### config.mk
export PLATFORM = sky130hd
export DESIGN_NAME = tm1638_fifo_tx
export DESIGN_NICKNAME = d
export VERILOG_FILES = /design/src/rtl/tm1638_pkg.sv /design/src/rtl/tm1638_half_bit_timer.sv /design/src/rtl/tm1638_fifo_tx.sv
export SDC_FILE = /design/constraint.sdc
export NUM_CORES = 1
export LEC_CHECK = 0
export CORE_UTILIZATION = 43
export DETAILED_ROUTE_END_ITERATION = 8
export PLACE_DENSITY = 0.7
export SLEW_MARGIN = 30
export SYNTH_ARGS = -nofsm -noshare
export SYNTH_HDL_FRONTEND = slang
export SYNTH_HIERARCHICAL = 1
export SYNTH_SLANG_ARGS = --single-unit
### constraint.sdc
create_clock -name i_Clk -period 2.5 [get_ports i_Clk]
set_clock_uncertainty 0.05 [all_clocks]
set_input_delay 0.625 -clock i_Clk [delete_from_list [all_inputs] [get_ports i_Clk]]
set_output_delay 0.625 -clock i_Clk [all_outputs]
set_load 0.01 [all_outputs]
### src/rtl/tm1638_pkg.sv
// Shared definitions for the TM1638 command-FIFO serializer: FSM states,
// FIFO word field positions and the idle levels of the three bus wires.
package tm1638_pkg;

  typedef enum logic [2:0] {
    S_IDLE     = 3'd0,
    S_SETUP    = 3'd1,
    S_BIT_LOW  = 3'd2,
    S_BIT_HIGH = 3'd3,
    S_NEXT     = 3'd4,
    S_STB_END  = 3'd5,
    S_GAP      = 3'd6
  } tm_state_e;

  localparam int TM_BYTE_LSB = 0;
  localparam int TM_BYTE_MSB = 7;
  localparam int TM_LAST_BIT = 8;

  localparam logic TM_STB_IDLE = 1'b1;
  localparam logic TM_CLK_IDLE = 1'b1;
  localparam logic TM_DIO_IDLE = 1'b1;

endpackage

### src/rtl/tm1638_half_bit_timer.sv
// Loadable down-counter that paces TM1638 bus phases. Loading value N makes
// o_Tick rise after N further cycles, so a phase lasting D cycles loads D-1.
module tm1638_half_bit_timer #(
  parameter int MAX_COUNT = 16,
  localparam int W = $clog2(MAX_COUNT + 1)
) (
  input  logic         i_Clk,
  input  logic         i_Rst,
  input  logic         i_Load,
  input  logic [W-1:0] i_Load_Value,
  output logic         o_Tick
);

  logic [W-1:0] r_Count;

  // Reload on request, otherwise count down and park at zero.
  always_ff @(posedge i_Clk) begin
    if (i_Rst) begin
      r_Count <= '0;
    end else if (i_Load) begin
      r_Count <= i_Load_Value;
    end else if (r_Count != '0) begin
      r_Count <= r_Count - 1'b1;
    end
  end

  assign o_Tick = (r_Count == '0);

endmodule

### src/rtl/tm1638_fifo_tx.sv
// Drains the command FIFO and shifts each byte LSB first onto the TM1638
// STB/CLK/DIO wires. Bytes whose "last" flag is clear keep STB low so that
// multi-byte commands go out as one frame.
module tm1638_fifo_tx
  import tm1638_pkg::*;
#(
  parameter int DATA_WIDTH = 17,
  parameter int CLK_DIV    = 8,
  parameter int STB_GAP    = 2
) (
  input  logic                  i_Clk,
  input  logic                  i_Rst,
  input  logic                  i_Fifo_Empty,
  input  logic [DATA_WIDTH-1:0] i_Fifo_Data,
  output logic                  o_Fifo_Read,
  output logic                  o_Tm_Stb,
  output logic                  o_Tm_Clk,
  output logic                  o_Tm_Dio,
  output logic                  o_Busy
);

  localparam int TIMER_MAX = STB_GAP * CLK_DIV;
  localparam int TIMER_W   = $clog2(TIMER_MAX + 1);
  localparam logic [TIMER_W-1:0] HALF_LOAD = TIMER_W'(CLK_DIV - 1);
  localparam logic [TIMER_W-1:0] GAP_LOAD  = TIMER_W'(TIMER_MAX - 1);

  tm_state_e          r_State;
  logic [7:0]         r_Shift;
  logic               r_Last;
  logic [3:0]         r_Bit_Count;
  logic               r_Stb;
  logic               r_Clk_Out;
  logic               r_Dio;
  logic               r_Busy;

  logic               w_Pop;
  logic               w_Timed;
  logic               w_Tick;
  logic               w_Load;
  logic [TIMER_W-1:0] w_Load_Value;

  // Only IDLE and NEXT may pop; reset suppresses the pop so no word is lost.
  assign w_Pop   = ((r_State == S_IDLE) || (r_State == S_NEXT)) && !i_Fifo_Empty && !i_Rst;
  assign w_Timed = (r_State == S_SETUP) || (r_State == S_BIT_LOW) || (r_State == S_BIT_HIGH) ||
                   (r_State == S_STB_END) || (r_State == S_GAP);
  // Every timer tick in a timed state changes state, as does every pop.
  assign w_Load       = w_Pop || (w_Tick && w_Timed);
  assign w_Load_Value = (r_State == S_STB_END) ? GAP_LOAD : HALF_LOAD;

  if (DATA_WIDTH > TM_LAST_BIT + 1) begin : g_spare_bits
    logic w_unused_High;
    assign w_unused_High = ^i_Fifo_Data[DATA_WIDTH-1:TM_LAST_BIT+1];
  end

  tm1638_half_bit_timer #(
    .MAX_COUNT (TIMER_MAX)
  ) u_timer (
    .i_Clk        (i_Clk),
    .i_Rst        (i_Rst),
    .i_Load       (w_Load),
    .i_Load_Value (w_Load_Value),
    .o_Tick       (w_Tick)
  );

  // Bus sequencer: state, shift register and all bus outputs registered together.
  always_ff @(posedge i_Clk) begin
    if (i_Rst) begin
      r_State     <= S_IDLE;
      r_Shift     <= '0;
      r_Last      <= 1'b0;
      r_Bit_Count <= '0;
      r_Stb       <= TM_STB_IDLE;
      r_Clk_Out   <= TM_CLK_IDLE;
      r_Dio       <= TM_DIO_IDLE;
      r_Busy      <= 1'b0;
    end else begin
      case (r_State)
        S_IDLE: begin
          if (w_Pop) begin
            r_Shift     <= i_Fifo_Data[TM_BYTE_MSB:TM_BYTE_LSB];
            r_Last      <= i_Fifo_Data[TM_LAST_BIT];
            r_Bit_Count <= '0;
            r_Stb       <= 1'b0;
            r_Clk_Out   <= 1'b1;
            r_Dio       <= i_Fifo_Data[TM_BYTE_LSB];
            r_Busy      <= 1'b1;
            r_State     <= S_SETUP;
          end
        end
        S_SETUP: begin
          if (w_Tick) begin
            r_Clk_Out <= 1'b0;
            r_State   <= S_BIT_LOW;
          end
        end
        S_BIT_LOW: begin
          r_Dio <= r_Shift[0];
          if (w_Tick) begin
            r_Clk_Out <= 1'b1;
            r_State   <= S_BIT_HIGH;
          end
        end
        S_BIT_HIGH: begin
          if (w_Tick) begin
            r_Shift <= {1'b1, r_Shift[7:1]};
            if (r_Bit_Count < 4'd8) begin
              r_Bit_Count <= r_Bit_Count + 4'd1;
            end
            if (r_Bit_Count < 4'd7) begin
              r_Clk_Out <= 1'b0;
              r_Dio     <= r_Shift[1];
              r_State   <= S_BIT_LOW;
            end else if (r_Last) begin
              r_Dio   <= TM_DIO_IDLE;
              r_State <= S_STB_END;
            end else begin
              r_Dio   <= TM_DIO_IDLE;
              r_State <= S_NEXT;
            end
          end
        end
        S_NEXT: begin
          if (w_Pop) begin
            r_Shift     <= i_Fifo_Data[TM_BYTE_MSB:TM_BYTE_LSB];
            r_Last      <= i_Fifo_Data[TM_LAST_BIT];
            r_Bit_Count <= '0;
            r_Clk_Out   <= 1'b0;
            r_Dio       <= i_Fifo_Data[TM_BYTE_LSB];
            r_State     <= S_BIT_LOW;
          end
        end
        S_STB_END: begin
          if (w_Tick) begin
            r_Stb   <= TM_STB_IDLE;
            r_State <= S_GAP;
          end
        end
        S_GAP: begin
          if (w_Tick) begin
            r_Busy  <= 1'b0;
            r_State <= S_IDLE;
          end
        end
        default: begin
          r_Stb     <= TM_STB_IDLE;
          r_Clk_Out <= TM_CLK_IDLE;
          r_Dio     <= TM_DIO_IDLE;
          r_Busy    <= 1'b0;
          r_State   <= S_IDLE;
        end
      endcase
    end
  end

  assign o_Fifo_Read = w_Pop;
  assign o_Tm_Stb    = r_Stb;
  assign o_Tm_Clk    = r_Clk_Out;
  assign o_Tm_Dio    = r_Dio;
  assign o_Busy      = r_Busy;

endmodule
### Yosys cells after proc, flatten, opt, wreduce, memory -nomap -nowiden

Index checks and enable logic that the tools add are counted.

* bits in registers: 25
* word-level logic and storage cells: 95
* input bits: 20
* output and inout port bits: 5

* magnitude comparators: 2
* reduce and logical (&&, ||, !) cells: 29
* multiplexer cells: 33
* bitwise gates (word level): 4
* $add $sub $neg: 2
* eq/ne operators: 16

Operator list (number)
* $mux W3: 8
* $pmux W3 S7: 1
* $mux W4: 4
* $mux W8: 2
* $pmux W8 S2: 1
* $ne A2 B2 Y1 const B: 7
* $reduce_and A7 Y1: 2
* $reduce_and A3 Y1: 4
* $mux W1: 10
* $mux W5: 2
* $reduce_or A5 Y1: 2
* $eq A3 B3 Y1 const B: 3
* $pmux W4 S2: 1
* $eq A3 B2 Y1 const B: 2
* $logic_or A1 B1 Y1: 6
* $ne A2 B1 Y1 const B: 3
* $pmux W1 S3: 2
* $pmux W1 S6: 1
* $logic_not A5 Y1: 1
* $reduce_bool A5 Y1: 1
* $sub A5 B1 Y5 const B: 1
* $add A4 B1 Y4 const B: 1
* $lt A4 B3 Y1 const B: 1
* $lt A4 B4 Y1 const B: 1
* other kinds (11): 19

### Depth between registers and ports, before layout

Gate-level depths: netlist of run 1.

* depth after elaboration: 8
* mapped depth: 9
* gate-level depth less buffers: 8

### Hierarchy

Netlist of run 1, hierarchy kept.

Modules (own cells, without submodules)
* tm1638_fifo_tx: instances 1, area each 1123.6 um2, cells each 139, sequential area each 400.4 um2
* tm1638_half_bit_timer: instances 1, area each 287.8 um2, cells each 32, sequential area each 100.1 um2

### Worst setup path after synthesis of run 1

OpenSTA, ideal clock, no wires.

* path kind: register to register
* start: reg u_timer.r_Count[0]
* end: reg u_timer.r_Count[1]
* required time: 2.328 ns
* cell stages (with the launch flop): 10
* clock period less this slack: 2.391 ns
* library setup time: 0.122 ns
* path buffers: 1
* setup slack: 0.109 ns
* arrival: 2.219 ns
* cell sequence: dfxtp_1 -> inv_1 -> ha_1 -> nor4b_4 -> clkbuf_1 -> o22ai_1 -> a21oi_1 -> inv_1 -> and4_2 -> a311o_1

* word-level cells in the longest chain between the ends: 4
* elaborated cells between the ends (all ways): 8
* classes of those cells: 1 x add/sub; 2 x mux; 5 x reduce/logical

RTL lines
* start, declared: line tm1638_half_bit_timer.sv:14 `logic [W-1:0] r_Count;`
* start signal, assigned: line tm1638_half_bit_timer.sv:21 `r_Count <= i_Load_Value;`
* start signal, assigned: line tm1638_half_bit_timer.sv:23 `r_Count <= r_Count - 1'b1;`
* $logic_not A5 Y1 (*): line tm1638_half_bit_timer.sv:27 `assign o_Tick = (r_Count == '0);`
* named net w_Tick: line tm1638_fifo_tx.sv:38 `logic w_Tick;`
* $logic_and A1 B1 Y1 (*): line tm1638_fifo_tx.sv:47 `assign w_Load = w_Pop || (w_Tick && w_Timed);`
* $logic_or A1 B1 Y1 (*): line tm1638_fifo_tx.sv:47
* named net w_Load: line tm1638_fifo_tx.sv:39 `logic w_Load;`
* $mux W5 or $reduce_bool A2 Y1 (tied branches)

The timed path passes the listed nets; every way through them passes the cells marked *. The select of a mux whose other input is x is not followed.
A chain may end at the register's enable or synchronous reset.

### Worst setup path after layout of run 1

* start: in i_Fifo_Empty
* end: out o_Fifo_Read

* word-level cells in the longest chain between the ends: 3

RTL lines
* start, declared: line tm1638_fifo_tx.sv:13 `input logic i_Fifo_Empty,`
* $logic_not A1 Y1: line tm1638_fifo_tx.sv:43 `assign w_Pop = ((r_State == S_IDLE) || (r_State == S_NEXT)) && !i_Fifo_Empty && !i_Rst;`
* $logic_and A1 B1 Y1 (2 in series): line tm1638_fifo_tx.sv:43
* end, declared: line tm1638_fifo_tx.sv:15 `output logic o_Fifo_Read,`

No other way between the ends.

==> results.toml, run 1 <==
[status]
status = "finished clean"

[logic_synthesis]
synthFlopType = "dfxtp_1"
synth-seq-cells = 25
synth-edff-count = 0
asyncSetResetFlopFracSynth = 0
yosysWarnings = 6
syn_inst = 171
avgSynthCellArea_sq_um = 8.25
synth_cell_type_count = 52
synth_area_sq_um = 1410
ys_seq_area_frac = 0.355

[global_routing]
antenna_found_initial = 0
track_usage = 0.193
use_met2 = 0.360
use_met1 = 0.225
grt_overflow = 0
busiest_layer = "met2"
met3_usage = 0.0197
grt_start_max_net_pins = 27
grt_pass1_wl_mm = 5.22
grt_pass1_vias = 1225

[min_path]
worst_hold_path.endpoint = "r_Shift[1]$_SDFFE_PP0P_"
hold_depth = 2
hold_path_startpoint = "r_Shift[2]$_SDFFE_PP0P_"
hp-class = "register to register"

[die]
coreArea_sq_um = 3080
die_w_um = 59.3
die_y_um = 59.3
initial_core_util = 0.459
rows = 20
ios = 25
die-area_sq_um = 3520

[power]
irDropWorstVdd_mv = 0.425
p_comb_frac = 0.487
swShare = 0.399
power_density_nw_per_um2 = 846
p_int_mw = 0.843
power.switching_mw = 0.560
pwr-share-clk = 0.132
p_leak_nw = 0.664
seqPwrFrac = 0.381

[critical_path]
rr_worst_depth = 9
cp_top_family = "buffers and inverters"
cpMaxStageDelayCell = "or4_4"
cp-start-kind = "primary input"
critPathKind = "primary input to primary output"
path_cells = "clkdlybuf4s50_1 -> or4_4 -> inv_2 -> buf_2"
required_ps = 1820
critPathBufInv = 3
crit_fanout = 2
crit_arrival_ps = 1760
cpPeakStageDelay_ps = 500
regToRegStartpoint = "u_timer/r_Count[0]$_SDFFE_PP0P_"
endpoint_kind = "primary output"
r2r-end = "u_timer/r_Count[1]$_SDFFE_PP0P_"
reg2reg_slack_ps = 430

[job]
cap_viol_max_count = 0

[detailed_routing]
dr_total_vias = 1290
initialDrtViolationCount = 29
avgViaCountPerCell = 5.47
drt-total-wl_mm = 3.09
ant_nets = 0
drcViolationCount = 0
dr.pass1.iters = 4
wire_per_inst_um = 13.1

[placed_design]
place_area_sq_um = 1640
gp_congestion = 0.767
dp_cells = 232
hpwl_mm = 2.25
io_buffers = 16

[sta]
rsz0062_at_grt = "false"
post-route-period-util = 0.973
drv_slew = 0
tightestPinTransition_ps = 499
setup_viol_count_final = 0
hold_viol = 0
fin_crit_ps = 2430
max-slew-margin-rel = 0.667
max_freq_ghz = 0.411

[layout]
finalInstanceArea_sq_um = 1660
layout_commonest_cell = "dfxtp_1"
syn_to_final_growth_pct = 17.5
drive_above_1_share = 0.161
diodes = 0
num-fill-cells = 294
finalNetCount = 215
layout_common_cells = "dfxtp_1 (25), nor2_1 (22), nand2_1 (20), clkdlybuf4s50_1 (15), a21oi_1 (12)"
stdcell_count = 236

[clocking]
numClockSinks = 25
htree_levels = 1
cts-root-buf = "clkbuf_4"
cts_tree = "done"
clk_pin_slew_ps = 140
cts_setup_buffers = 0
clock_latency_ps = 320
clock_path_buffers = 2
cts_buffers = 3
worst max path at each step:
| stage | start | depth (start not counted) | to |
|---|---|---|---|
| floorplan | u_timer/r_Count[0]$_SDFFE_PP0P_ | 9 | u_timer/r_Count[1]$_SDFFE_PP0P_ |
| global placement | i_Fifo_Empty | 4 | o_Fifo_Read |
| detailed placement | i_Fifo_Empty | 4 | o_Fifo_Read |
| CTS | i_Fifo_Empty | 4 | o_Fifo_Read |
| global route | i_Fifo_Empty | 4 | o_Fifo_Read |
| finish | i_Fifo_Empty | 4 | o_Fifo_Read |
power groups by stage:
stage          Sequential (mW)  Combinational [mW]  Clock (mW)
2_1_floorplan            0.538               0.485           0
3_3_place_gp             0.539               0.648           0
3_5_place_dp             0.544               0.680           0
4_1_cts                  0.535               0.683       0.184
5_1_grt                  0.543               0.755       0.205
6_report                 0.535               0.683       0.185
cell usage after synthesis, types with 3 or more instances:
library cell,count,area [sq um]
o21ai_0,5,25.0
xnor2_1,3,26.3
nor2_1,22,82.6
dfxtp_1,25,500
clkbuf_1,7,26.3
a21oi_1,12,60.1
mux2i_1,3,30.0
inv_1,12,45.0
nand2_1,20,75.1
a311oi_1,6,52.6
layout make-up:
type / count / area, sq um / area share
repair buffers: 26 / 230 / 0.139
clock buffers: 4 / 26.3 / 0.0158
multi-input cells: 125 / 801 / 0.483
inverters: 12 / 45.0 / 0.0272
well taps: 44 / 55.1 / 0.0332
flip-flops and latches: 25 / 500 / 0.302
tightest hold or removal path: stages (launching register included):
cell and delay [ps]:
dfxtp_1 340, nand2_1 50, a311oi_1 80
layer usage:
layer / vias up / wire, um
met2: 25 / 1610
met4: 0 / 29
met1: 617 / 1380
met5: - / 0
met3: 4 / 67
li1: 644 / -
state kept, by name, indices dropped and copies added, names as in the netlist:
| signal | flops |
|---|---|
| r_Shift | 8 |
| u_timer/r_Count | 5 |
| r_Bit_Count | 4 |
| r_State | 3 |
| o_Busy | 1 |
| o_Tm_Clk | 1 |
| o_Tm_Dio | 1 |
| o_Tm_Stb | 1 |
| r_Last | 1 |
per-stage QoR:
| stage | setup WS (ps) | power, mW | util | hold WS [ps] | TNS [ps] |
|---|---|---|---|---|---|
| after floorplan | 109 | 1.02 | - | 407 | 0 |
| after global placement | -373 | 1.19 | 0.532 | 421 | -373 |
| after detailed placement | -366 | 1.22 | 0.532 | 430 | -374 |
| after CTS | 59.9 | 1.40 | 0.539 | 449 | 0 |
| after global routing | 38.7 | 1.50 | 0.539 | 466 | 0 |
| final | 66.4 | 1.40 | 0.539 | 443 | 0 |
cell families (layout without fill, tap and decap cells):
logic type,after synthesis,in the layout,share of synthesized area
AO/OA/AOI/OAI,45,45,0.241
multiplexers,3,3,0.0213
XOR/XNOR,3,3,0.0186
adder cells (fa/ha/maj),2,2,0.0177
flip-flops,25,25,0.355
buffers and inverters,23,42,0.0833
AND/OR/NAND/NOR,68,68,0.258
other,2,4,0.00532
repair_timing:
action | 4_1_cts | 5_1_grt
hold buffers | 0 | 0
resized for setup | 5 | 0
endpoints found under the setup margin | 1 | 0
(Power assumes the default switching activity.)
==> run 2: changes to the inputs <==
--- a/config.mk
+++ b/config.mk
@@ -8,6 +8,7 @@
 export CORE_UTILIZATION = 43
 export DETAILED_ROUTE_END_ITERATION = 8
 export PLACE_DENSITY = 0.7
+export SETUP_SLACK_MARGIN = 0.05
 export SLEW_MARGIN = 30
 export SYNTH_ARGS = -nofsm -noshare
 export SYNTH_HDL_FRONTEND = slang
==> run 2 against run 1 <==
Compared with the run above: count of clock-buffer cells in the layout unchanged; sequential cell count did not move; largest power group unchanged; via count rose by 2.0%; sequential power about the same; routed wire length rose by 0.81%; global-route usage unchanged; critical path depth unchanged; first-iteration DRC count fell by 6.9%; sequential share of layout area is 0.18 points lower; total power is 0.14% higher.
==> results.toml, run 2 (synthesis gave the netlist of run 1 again) <==
[critical_path]
cp-start-kind = "primary input"
crit_arrival_ps = 1710
cp_top_family = "buffers and inverters"
reg2reg_slack_ps = 430
cpPeakStageDelay_ps = 450
crit_fanout = 2
critPathBufInv = 3
endpoint_kind = "primary output"
critPathKind = "primary input to primary output"
rr_worst_depth = 8
required_ps = 1820
cpMaxStageDelayCell = "or4_4"
path_cells = "clkdlybuf4s50_1 -> or4_4 -> inv_2 -> buf_2"
r2r-end = "r_Shift[3]$_SDFFE_PP0P_"
regToRegStartpoint = "u_timer/r_Count[0]$_SDFFE_PP0P_"

[detailed_routing]
drcViolationCount = 0
ant_nets = 0
dr.pass1.iters = 5
avgViaCountPerCell = 5.55
wire_per_inst_um = 13.1
initialDrtViolationCount = 27
drt-total-wl_mm = 3.11
dr_total_vias = 1316

[layout]
final_core_utilization = 0.542
layout_common_cells = "dfxtp_1 (25), nor2_1 (22), nand2_1 (20), clkdlybuf4s50_1 (14), a21oi_1 (12)"
largest_register_ffs = 8
regArea_sq_um = 500
finalInstanceArea_sq_um = 1670
diodes = 0
drive_above_1_share = 0.166
layout_commonest_cell = "dfxtp_1"
syn_to_final_growth_pct = 18.2
largestRegisters = "r_Shift (8), u_timer/r_Count (5), r_Bit_Count (4)"
num-fill-cells = 293
regMostFlops = "r_Shift"
finalNetCount = 216
multi_input_area_sq_um = 801

[sta]
drv_slew = 0
fin_crit_ps = 2380
rsz0062_at_grt = "false"
tightestPinTransition_ps = 507
max_freq_ghz = 0.419
max-slew-margin-rel = 0.661
setup_slack_ps = 116
setup_viol_count_final = 0
post-route-period-util = 0.954
hold_viol = 0

[placed_design]
hpwl_mm = 2.25
io_buffers = 16
place_ws_ps = -366
gp_congestion = 0.767
place_area_sq_um = 1640

[global_routing]
grt_pass1_wl_mm = 5.22
track_usage = 0.193
grt_start_max_net_pins = 27
grt_overflow = 0
antenna_found_initial = 0
grt_pass1_vias = 1225

[status]
status = "finished clean"

[clocking]
numClockSinks = 25
cts_tree = "done"
cts_buffers = 3
ctsHoldBuffers = 0
htree_levels = 1
clk_pin_slew_ps = 130
cts-root-buf = "clkbuf_4"
clock_latency_ps = 320
clock_path_buffers = 2

[die]
die-area_sq_um = 3520
ios = 25
rows = 20
initial_core_util = 0.459
die_y_um = 59.3
coreArea_sq_um = 3080
die_w_um = 59.3

[min_path]
hold_path_startpoint = "r_Shift[2]$_SDFFE_PP0P_"
hp-class = "register to register"
worst_hold_path.endpoint = "r_Shift[1]$_SDFFE_PP0P_"
hold_depth = 2

[power]
irDropWorstVdd_mv = 0.427
p_leak_nw = 0.677
power_density_nw_per_um2 = 843

[job]
cap_viol_max_count = 0
run 2: cell count changes in the layout (fill, tap and decap cells not counted), sizes merged:
cell and delta:
buf +1, clkdlybuf4s50 -1, dlymetal6s2s +1
run 2: how the worst max path moves through the flow:
stage	start	end	slack, ps	depth (start not counted)
6_report	i_Rst	o_Fifo_Read	120	4
2_1_floorplan	u_timer/r_Count[0]$_SDFFE_PP0P_	u_timer/r_Count[1]$_SDFFE_PP0P_	110	9
3_3_place_gp	i_Fifo_Empty	o_Fifo_Read	-370	4
3_5_place_dp	i_Fifo_Empty	o_Fifo_Read	-370	4
5_1_grt	i_Rst	o_Fifo_Read	90	4
4_1_cts	i_Fifo_Empty	o_Fifo_Read	60	4
run 2: what timing repair did:
item	in CTS	in global routing
pin swaps	0	1
resized for setup	5	1
buffers inserted	0	1
endpoints found under the setup margin	1	1
run 2: power by group:
group | internal, mW | leakage (nW) | switching, mW
clock network | 0.0624 | 0.0150 | 0.122
registers | 0.474 | 0.205 | 0.0612
logic | 0.310 | 0.457 | 0.376
total | 0.846 | 0.677 | 0.559
run 2: area by class of cell:
class / instances / area share
multi-input combinational: 125 / 0.480
sequential: 25 / 0.300
timing repair buffer: 27 / 0.144
tap: 44 / 0.0330
inverter: 12 / 0.0270
clock buffer: 4 / 0.0158
run 2: worst min-delay path: stages, from the launching register on:
cell and delay [ps]:
dfxtp_1 340, nand2_1 50, a311oi_1 80
run 2: per-stage QoR:
step           power [mW]  hold slack, ps  TNS (ps)  cells
5_1_grt              1.51             466         0    237
2_1_floorplan        1.02             407         0    173
3_3_place_gp         1.19             421      -373    232
4_1_cts              1.40             449         0    236
3_5_place_dp         1.22             430      -374    232
6_report             1.41             442         0    237
run 2: routing by layer:
layer | GRT usage | routed length, um | vias up
met4 | 0.0748 | 36 | 0
met3 | 0.0197 | 99 | 8
li1 | - | - | 650
met5 | 0 | 0 | -
met1 | 0.225 | 1370 | 619
met2 | 0.360 | 1610 | 39
==> run 3: changes to the inputs <==
--- a/config.mk
+++ b/config.mk
@@ -14,3 +14,4 @@
 export SYNTH_HDL_FRONTEND = slang
 export SYNTH_HIERARCHICAL = 1
 export SYNTH_SLANG_ARGS = --single-unit
+export TNS_END_PERCENT = 10
==> results of run 3 <==
No change in the layout: final DEF, timing and power equal those of run 2.
